$ cat config.mk
export PLATFORM = sky130hd
export DESIGN_NAME = dcache_mshr_ctrl
export DESIGN_NICKNAME = d
export VERILOG_FILES = /design/src/rtl/dcache_mshr_ctrl.sv
export SDC_FILE = /design/constraint.sdc
export NUM_CORES = 1
export LEC_CHECK = 0
export CORE_MARGIN = 4
export CORE_UTILIZATION = 35
export CTS_BUF_LIST = sky130_fd_sc_hd__clkbuf_4 sky130_fd_sc_hd__clkbuf_8
export DETAILED_ROUTE_END_ITERATION = 8
export GPL_TIMING_DRIVEN = 1
export PLACE_DENSITY = 0.59
export SETUP_SLACK_MARGIN = 0.4
export SYNTH_ARGS = -nofsm -noshare
export SYNTH_HDL_FRONTEND = slang
export SYNTH_SLANG_ARGS = --single-unit
$ cat constraint.sdc
create_clock -name clock -period 7.1 [get_ports clock]
set_input_delay 1.42 -clock clock [delete_from_list [all_inputs] [get_ports clock]]
set_output_delay 1.42 -clock clock [all_outputs]
set_load 0.05 [all_outputs]
$ cat src/rtl/dcache_mshr_ctrl.sv
// dcache_mshr_ctrl: non-blocking dcache miss controller with tagged bus loads,
// store-merged fills, sized load return and a one-entry write-through evict buffer.
module dcache_mshr_ctrl #(
    parameter int NUM_MSHR  = 4,
    parameter int ADDR_W    = 32,
    parameter int LINE_W    = 64,
    parameter int MEM_TAG_W = 4,
    parameter int LSQ_ID_W  = 4
) (
    input  logic                 clock,
    input  logic                 reset_n,
    input  logic                 miss_valid,
    output logic                 miss_ready,
    input  logic [ADDR_W-1:0]    miss_addr,
    input  logic                 miss_is_store,
    input  logic [2:0]           miss_size,
    input  logic [31:0]          miss_wdata,
    input  logic [LSQ_ID_W-1:0]  miss_lsq_id,
    input  logic                 evict_valid,
    output logic                 evict_ready,
    input  logic [ADDR_W-1:0]    evict_addr,
    input  logic [LINE_W-1:0]    evict_data,
    output logic [1:0]           mem_cmd,
    output logic [ADDR_W-1:0]    mem_addr,
    output logic [LINE_W-1:0]    mem_wdata,
    input  logic [MEM_TAG_W-1:0] mem_response,
    input  logic [MEM_TAG_W-1:0] mem_tag,
    input  logic [LINE_W-1:0]    mem_rdata,
    output logic                 fill_valid,
    output logic [ADDR_W-1:0]    fill_addr,
    output logic [LINE_W-1:0]    fill_data,
    output logic                 done_valid,
    output logic [LSQ_ID_W-1:0]  done_lsq_id,
    output logic                 done_is_store,
    output logic [31:0]          done_data,
    output logic [NUM_MSHR-1:0]  mshr_busy
);
    localparam int NB = LINE_W / 8;
    localparam int OFF_W = $clog2(NB);
    localparam int AGE_W = $clog2(NUM_MSHR);
    localparam logic [ADDR_W-1:0] LINE_MASK = ~ADDR_W'(NB - 1);
    localparam logic [1:0] BUS_NONE = 2'd0, BUS_LOAD = 2'd1, BUS_STORE = 2'd2;

    typedef enum logic [1:0] {FREE, PEND, ISSUED} state_t;

    state_t               st     [NUM_MSHR];
    state_t               st_nxt [NUM_MSHR];
    logic [ADDR_W-1:0]    e_addr [NUM_MSHR];
    logic                 e_store[NUM_MSHR];
    logic [2:0]           e_size [NUM_MSHR];
    logic [31:0]          e_wdata[NUM_MSHR];
    logic [LSQ_ID_W-1:0]  e_lsq  [NUM_MSHR];
    logic [MEM_TAG_W-1:0] e_tag  [NUM_MSHR];
    logic [AGE_W-1:0]     e_age  [NUM_MSHR];
    logic                 ev_full;
    logic [ADDR_W-1:0]    ev_addr;
    logic [LINE_W-1:0]    ev_data;

    logic [NUM_MSHR-1:0] alloc_oh, issue_oh, hit_oh;
    logic                same_line, accept, issue_ok;
    logic [AGE_W-1:0]    best_age, h_age;
    logic [ADDR_W-1:0]   i_addr, h_addr;
    logic                h_store;
    logic [2:0]          h_size;
    logic [31:0]         h_wdata, lw, ld;
    logic [LSQ_ID_W-1:0] h_lsq;
    logic [OFF_W-1:0]    off;
    logic [NB-1:0]       bmask;
    logic [LINE_W-1:0]   wmask, wline;

    always_comb begin
        alloc_oh = '0;
        issue_oh = '0;
        hit_oh = '0;
        same_line = 1'b0;
        best_age = '0;
        i_addr = '0;
        h_age = '0;
        h_addr = '0;
        h_store = 1'b0;
        h_size = '0;
        h_wdata = '0;
        h_lsq = '0;
        for (int i = NUM_MSHR - 1; i >= 0; i--)
            if (st[i] == FREE) alloc_oh = NUM_MSHR'(1) << i;
        for (int i = 0; i < NUM_MSHR; i++) begin
            if (st[i] != FREE && ((e_addr[i] ^ miss_addr) & LINE_MASK) == '0) same_line = 1'b1;
            // largest age among pending entries is the oldest allocation
            if (st[i] == PEND && (issue_oh == '0 || e_age[i] > best_age)) begin
                issue_oh = NUM_MSHR'(1) << i;
                best_age = e_age[i];
                i_addr = e_addr[i];
            end
            if (st[i] == ISSUED && mem_tag != '0 && e_tag[i] == mem_tag) begin
                hit_oh = NUM_MSHR'(1) << i;
                h_age = e_age[i];
                h_addr = e_addr[i];
                h_store = e_store[i];
                h_size = e_size[i];
                h_wdata = e_wdata[i];
                h_lsq = e_lsq[i];
            end
        end
    end

    assign miss_ready = |alloc_oh && !same_line;
    assign accept = miss_valid && miss_ready;
    assign issue_ok = !ev_full && mem_response != '0;
    assign evict_ready = !ev_full;

    always_comb begin
        for (int i = 0; i < NUM_MSHR; i++) begin
            st_nxt[i] = st[i];
            if (accept && alloc_oh[i]) st_nxt[i] = PEND;
            if (issue_oh[i] && issue_ok) st_nxt[i] = ISSUED;
            if (hit_oh[i]) st_nxt[i] = FREE;
            mshr_busy[i] = st[i] != FREE;
        end
    end

    always_ff @(posedge clock or negedge reset_n) begin
        if (!reset_n) begin
            for (int i = 0; i < NUM_MSHR; i++) begin
                st[i] <= FREE;
                e_addr[i] <= '0;
                e_store[i] <= 1'b0;
                e_size[i] <= '0;
                e_wdata[i] <= '0;
                e_lsq[i] <= '0;
                e_tag[i] <= '0;
                e_age[i] <= '0;
            end
            ev_full <= 1'b0;
            ev_addr <= '0;
            ev_data <= '0;
        end else begin
            for (int i = 0; i < NUM_MSHR; i++) begin
                st[i] <= st_nxt[i];
                if (accept && alloc_oh[i]) begin
                    e_addr[i] <= miss_addr;
                    e_store[i] <= miss_is_store;
                    e_size[i] <= miss_size;
                    e_wdata[i] <= miss_wdata;
                    e_lsq[i] <= miss_lsq_id;
                    e_age[i] <= '0;
                end else if (st[i] != FREE)
                    // age counts younger live entries, so it stays below NUM_MSHR
                    e_age[i] <= e_age[i] + AGE_W'(accept) - AGE_W'(|hit_oh && e_age[i] > h_age);
                if (issue_oh[i] && issue_ok) e_tag[i] <= mem_response;
            end
            if (ev_full) ev_full <= mem_response == '0;
            else if (evict_valid) begin
                ev_full <= 1'b1;
                ev_addr <= evict_addr;
                ev_data <= evict_data;
            end
        end
    end

    assign mem_cmd = ev_full ? BUS_STORE : |issue_oh ? BUS_LOAD : BUS_NONE;
    assign mem_addr = (ev_full ? ev_addr : i_addr) & LINE_MASK;
    assign mem_wdata = ev_full ? ev_data : '0;

    always_comb begin
        off = h_addr[OFF_W-1:0];
        bmask = NB'(h_size[1] ? 4'hF : h_size[0] ? 4'h3 : 4'h1) << off;
        for (int b = 0; b < NB; b++) wmask[8*b +: 8] = {8{bmask[b]}};
        wline = LINE_W'(h_wdata) << {off, 3'b000};
        lw = 32'(mem_rdata >> {off, 3'b000});
        ld = h_size[1] ? lw : h_size[0] ? {{16{lw[15] & ~h_size[2]}}, lw[15:0]}
                                        : {{24{lw[7] & ~h_size[2]}}, lw[7:0]};
    end

    assign fill_valid = |hit_oh;
    assign done_valid = fill_valid;
    assign fill_addr = h_addr & LINE_MASK;
    assign fill_data = !fill_valid ? '0 : h_store ? (mem_rdata & ~wmask) | (wline & wmask) : mem_rdata;
    assign done_lsq_id = h_lsq;
    assign done_is_store = h_store;
    assign done_data = fill_valid && !h_store ? ld : '0;
endmodule

=== Word level (Yosys, flattened, before mapping) ===
Index checks and enable logic that the tools add are counted.
W data, S select, Z words.

* Register bits: 417
* Bits of input ports: 244
* Output and inout port bits: 239

* Add/subtract/negate cells: 8
* Magnitude comparators: 7
* Equal/unequal tests: 12
* Shift operators: 3
* Mux-type cells: 80
* Bitwise gates (word level): 12
* Reduce and logical (&&, ||, !) cells: 67

{| class="wikitable"
|+ Operators with widths
! cell !! number
|-
| $mux W32 || 16
|-
| $mux W64 || 3
|-
| $and A64 B64 Y64 || 2
|-
| $logic_not A32 Y1 || 4
|-
| $xor A32 B32 Y32 || 4
|-
| $not A64 Y64 || 1
|-
| $or A64 B64 Y64 || 1
|-
| $shl A32 B6 Y64 || 1
|-
| $shr A64 B6 Y32 || 1
|-
| $mux W2 || 30
|-
| $mux W4 || 14
|-
| $logic_and A1 B1 Y1 || 31
|-
| $eq A4 B4 Y1 || 4
|-
| $logic_not A4 Y1 || 4
|-
| $reduce_bool A2 Y1 || 8
|-
| $gt A2 B2 Y1 || 7
|-
| $mux W1 || 13
|-
| $mux W3 || 4
|-
| $reduce_bool A3 Y1 || 4
|-
| $reduce_or A4 Y1 || 3
|-
| $add A2 B1 Y2 || 4
|-
| $eq A2 B1 Y1 const B || 4
|-
| $eq A2 B2 Y1 const B || 4
|-
| $logic_not A2 Y1 || 4
|-
| other kinds (8) || 18
|}

=== Logic depth before layout (Yosys ltp) ===
* Word-level depth: 17
* Gate-level depth with buffers: 26

=== Least setup slack after synthesis ===
No wires, ideal clock.

* Kind: register to output
* From: reg st[7] (netlist bit)
* To: out mem_addr[22]
* Data arrival time: 5284 ps
* Data required time: 5680 ps
* Setup slack: 396 ps
* Stages on the path, launching flop included: 22
* Cells stage by stage: dfrtp_1 > nand2b_1 > nor2_1 > ha_1 > nand2_1 > o21ai_0 > a21oi_1 > mux2_2 > ha_1 > a21oi_1 > a21oi_1 > nor2_1 > mux2_2 > ha_1 > nor2b_1 > o21ai_0 > a211oi_1 > nor4_1 > clkbuf_1 > clkbuf_1 > a222oi_1 > a2bb2oi_1

* Cells in the longest elaborated chain, start to end: 15
* Elaborated cells on any way between the ends: 24

{| class="wikitable"
|+ Ends and longest elaborated chain
! item !! RTL line !! source
|-
| start: declaration || 46 || <nowiki>state_t st [NUM_MSHR];</nowiki>
|-
| start signal: indexed assignment || 138 || <nowiki>st[i] <= st_nxt[i];</nowiki>
|-
| $eq A2 B1 Y1 * || 89 || <nowiki>if (st[i] == PEND && (issue_oh == '0 || e_age[i] > best_age)) begin</nowiki>
|-
| $mux W2 / $mux W1 (equally long branches) || 89 ||
|-
| $gt A2 B2 Y1 / $logic_not A4 Y1 (equally long branches) || 89 ||
|-
| $logic_or A1 B1 Y1 || 89 ||
|-
| $logic_and A1 B1 Y1 || 89 ||
|-
| $mux W2 || 89 ||
|-
| $gt A2 B2 Y1 / $logic_not A4 Y1 (equally long branches) || 89 ||
|-
| $logic_or A1 B1 Y1 || 89 ||
|-
| $logic_and A1 B1 Y1 || 89 ||
|-
| $mux W2 / $mux W4 (equally long branches) || 89 ||
|-
| $gt A2 B2 Y1 / $logic_not A4 Y1 (equally long branches) || 89 ||
|-
| $logic_or A1 B1 Y1 || 89 ||
|-
| $logic_and A1 B1 Y1 || 89 ||
|-
| $mux W32 * || 89 ||
|-
| $mux W32 * || 161 || <nowiki>assign mem_addr = (ev_full ? ev_addr : i_addr) & LINE_MASK;</nowiki>
|-
| end: declaration || 24 || <nowiki>output logic [ADDR_W-1:0] mem_addr,</nowiki>
|}

Every way passes the cells marked *; elsewhere a longest branch is shown, timed or not.

=== Worst setup path after layout ===
* From: reg st[7] (netlist bit)
* To: out mem_addr[10]

Same word-level chain as after synthesis.

==> results.sh <==
export IMPL_grt_pass1_vias=22500
export IMPL_antenna_found_initial=12
export IMPL_min_period_ps=7140
export IMPL_clock_power_share_pct=19.7
export IMPL_p_leak_nw=14.4
export IMPL_ys_flop_type="dfrtp_1"
export IMPL_cpPeakStageDelay_ps=670
export IMPL_grt_use_met2_pct=44.6
export IMPL_grt_pass1_wl_um=150000
export IMPL_p_seq_share_pct=29.7
export IMPL_drive_above_1_share_pct=33.3
export IMPL_synth_cell_type_count=84
export IMPL_setup_violations=1
export IMPL_cpMaxStageDelayCell="a222oi_1"
export IMPL_via_per_inst=5.70
export IMPL_port_buffers=473
export IMPL_syn_avg_cell_area_um2=10.5
export IMPL_fmax_mhz=140
export IMPL_synth_top_area_share_pct=42.3
export IMPL_path_clk_slew_ps=60
export IMPL_violations="setup timing"
export IMPL_clockRootBuffer="clkbuf_8"
export IMPL_top_usage_layer="met2"
export IMPL_worst_slew_pin_slew_ps=1280
export IMPL_multi_input_area_um2=13600
export IMPL_gp_congestion=0.984
export IMPL_crit_buf_inv=5
export IMPL_switching_share_pct=41.3
export IMPL_syn_area_um2=24500
export IMPL_fillers=6136
export IMPL_dieArea_um2=74200
export IMPL_grt_use_met1_pct=32.9
export IMPL_ys_top_cells_by_area="dfrtp_1 (42%), mux2_2 (18%), mux2i_1 (3.1%), a21oi_1 (2.6%), nand2_1 (2.5%)"
export IMPL_holdPathStages=1
export IMPL_skew_ps=52.6
export IMPL_p_total_mw=12.7
export IMPL_clk_path_buf_depth=3
export IMPL_layout_common_cells="dfrtp_1 (413), mux2_2 (393), clkdlybuf4s50_1 (322), nand2_1 (161), buf_12 (160)"
export IMPL_r2r_cells=24
export IMPL_worstSetupStartpointType="flop"
export IMPL_holdPathEnd="e_wdata[62]"
export IMPL_grtUsageMet3_pct=6.19
export IMPL_rows=96
export IMPL_drv_cap=0
export IMPL_slew_headroom_pct=14.9
export IMPL_cts_buffers=74
export IMPL_cts_tree="done"
export IMPL_fin_crit_sh_pct=101
export IMPL_timing_hold_violations_final=0
export IMPL_critPathTopFamily="compound AO/OA/AOI/OAI gates"
export IMPL_r2r_start="st[7]"
export IMPL_nNetsFinal=3090
export IMPL_synth_top_cell_by_area="dfrtp_1"
export IMPL_power_density_nw_per_um2=366
export IMPL_vias=21800
export IMPL_synth_seq_cells=414
export IMPL_crit_arrival_ps=5720
export IMPL_synth_edf_count=0
export IMPL_ys_seq_area_share_pct=42.3
export IMPL_p_sw_mw=5.23
export IMPL_r2r_end="e_tag[1]"
export IMPL_insertion_delay_ps=690
export IMPL_dp_hpwl_um=72700
export IMPL_grt_setup_unrepaired="true"
export IMPL_die_h_um=272
export IMPL_timing_final_ws_setup_ps=-36.9
export IMPL_drc=0
export IMPL_die_width_um=272
export IMPL_grt_max_degree=192
export IMPL_slew_viol_final=0
export IMPL_grt_total_usage_pct=26.5
export IMPL_final_common_cell="dfrtp_1"
export IMPL_syn_inst=2327
export IMPL_p_int_mw=7.44
export IMPL_wl_um=103000
export IMPL_synth_warnings=0
export IMPL_critPathMaxFanout=8
export IMPL_cts_htree_levels=3
export IMPL_hold_path_startpoint="e_wdata[62]"
export IMPL_coreArea_um2=68900
export IMPL_crit_required_ps=5680
export IMPL_initial_core_util_pct=35.5
export IMPL_overflow=0
export IMPL_irDropWorstVdd_mv=0.241
export IMPL_critical_path_class="flop to output port"
export IMPL_worstHoldPathType="flop to flop"
export IMPL_hold_buffers=0
export IMPL_r2r_setup_slack_ps=1940
export IMPL_cts_sinks=414
export IMPL_status="finished, violations left"
export IMPL_ys_async_sr_fraction_pct=100
export IMPL_drtIter0Drc=2156
export IMPL_setup_tns_final_ps=-36.9
export IMPL_endpoint_kind="output port"
export IMPL_regArea_um2=10400
export IMPL_crit_top_cell="a21oi_2"
export IMPL_dr_pass1_iters=8
export IMPL_area_growth_pct=41.4
export IMPL_ios=483
export IMPL_combinationalPowerShare_pct=50.6
export IMPL_wl_per_cell_um=26.9
export IMPL_antenna_left=0
stage by stage:
step	utilization, %	std cells	hold slack [ps]	cell area [µm²]	setup slack [ps]
6_report	50.2	3817	496	34600	-36.9
2_1_floorplan	-	2332	471	24600	478
3_5_place_dp	46.5	3640	488	32000	-23.0
3_3_place_gp	46.5	3640	480	32000	-1.96
4_1_cts	49.7	3795	501	34300	168
5_1_grt	50.2	3812	511	34600	-132
registers in the layout (all words and copies together), names as in the netlist:
signal and count:
e_addr 128, e_age 8, e_lsq 16, e_size 12, e_store 4, e_tag 16, e_wdata 128, ev_addr 29
ev_data 64, ev_full 1, st 8
power by group through the flow:
stage	Clock (mW)	Combinational, mW	Sequential (mW)
CTS	2.55	6.24	3.75
detailed placement	0	6.04	3.78
floorplan	0	3.64	3.60
finish	2.50	6.41	3.77
global placement	0	5.96	3.72
global route	2.66	6.72	3.87
repair_timing:
| action | in CTS | in global routing |
|---|---|---|
| pin swaps | 56 | 25 |
| gates cloned | 4 | 3 |
| resized for setup | 68 | 42 |
| setup buffers | 19 | 13 |
| endpoints found under the setup margin | 96 | 80 |
Yosys cell counts (4+ instances only):
cell type  number
buf_1          18
nand2b_1        4
inv_1          36
clkbuf_1      111
nand3_1        67
and3_1         10
a2bb2oi_1      49
nor2_2         14
a32o_1          6
nor3_1          9
a21o_1          4
buf_6           6
a211oi_1       42
a31oi_1         4
a311o_1         6
xnor2_1        68
mux2_2        395
nor2b_1         4
a32oi_1         4
a22o_1          4
a21oi_1       129
nor2_1        120
a211o_1         9
nand2_1       162
xor2_1         63
buf_2          53
and2_1         68
dfrtp_1       414
o21ai_0        85
mux2i_1        76
a22oi_1        27
a222oi_1       29
a221oi_1       47
nand4_1        19
buf_4          18
nor4_1         20
a221o_1        31
o22a_1          7
ha_1           22
o211ai_1        5
logic make-up (layout without fill, tap and decap cells):
kind of cell	count (synthesis)	in the layout	synth area share, %
AO/OA/AOI/OAI	519	519	15.4
buffers and inverters	244	792	4.47
XOR/XNOR	132	132	4.75
other	1	12	0.0153
multiplexers	472	472	21.4
adder cells (fa/ha/maj)	22	22	1.12
flip-flops	414	414	42.3
AND/OR/NAND/NOR	523	523	10.5
routing by layer:
layer / up-vias / part of all wire (%)
met5: - / 0.088
met4: 14 / 4.5
met3: 218 / 8.2
met2: 1020 / 48
met1: 11000 / 39
li1: 9562 / -
cell type report:
cell class              count  area share (%)
inverters                  38           0.412
diodes                      6          0.0434
multi-input cells        1674            39.3
well taps                 931            3.36
clock buffers             118            4.29
repair buffers            622            22.2
clock inverters            14           0.520
flip-flops and latches    414            29.9
how the worst max path moves through the flow:
stage	from	cells past startpoint	to	slack, ps
2_1_floorplan	mem_tag[1]	15	fill_data[30]	480
3_3_place_gp	mem_tag[1]	13	done_data[12]	-2
3_5_place_dp	mem_tag[1]	13	fill_data[50]	-20
4_1_cts	st[7]	25	mem_addr[10]	170
5_1_grt	st[7]	29	mem_addr[13]	-130
6_report	st[7]	26	mem_addr[10]	-40
Power figures use the tool's default switching activity.
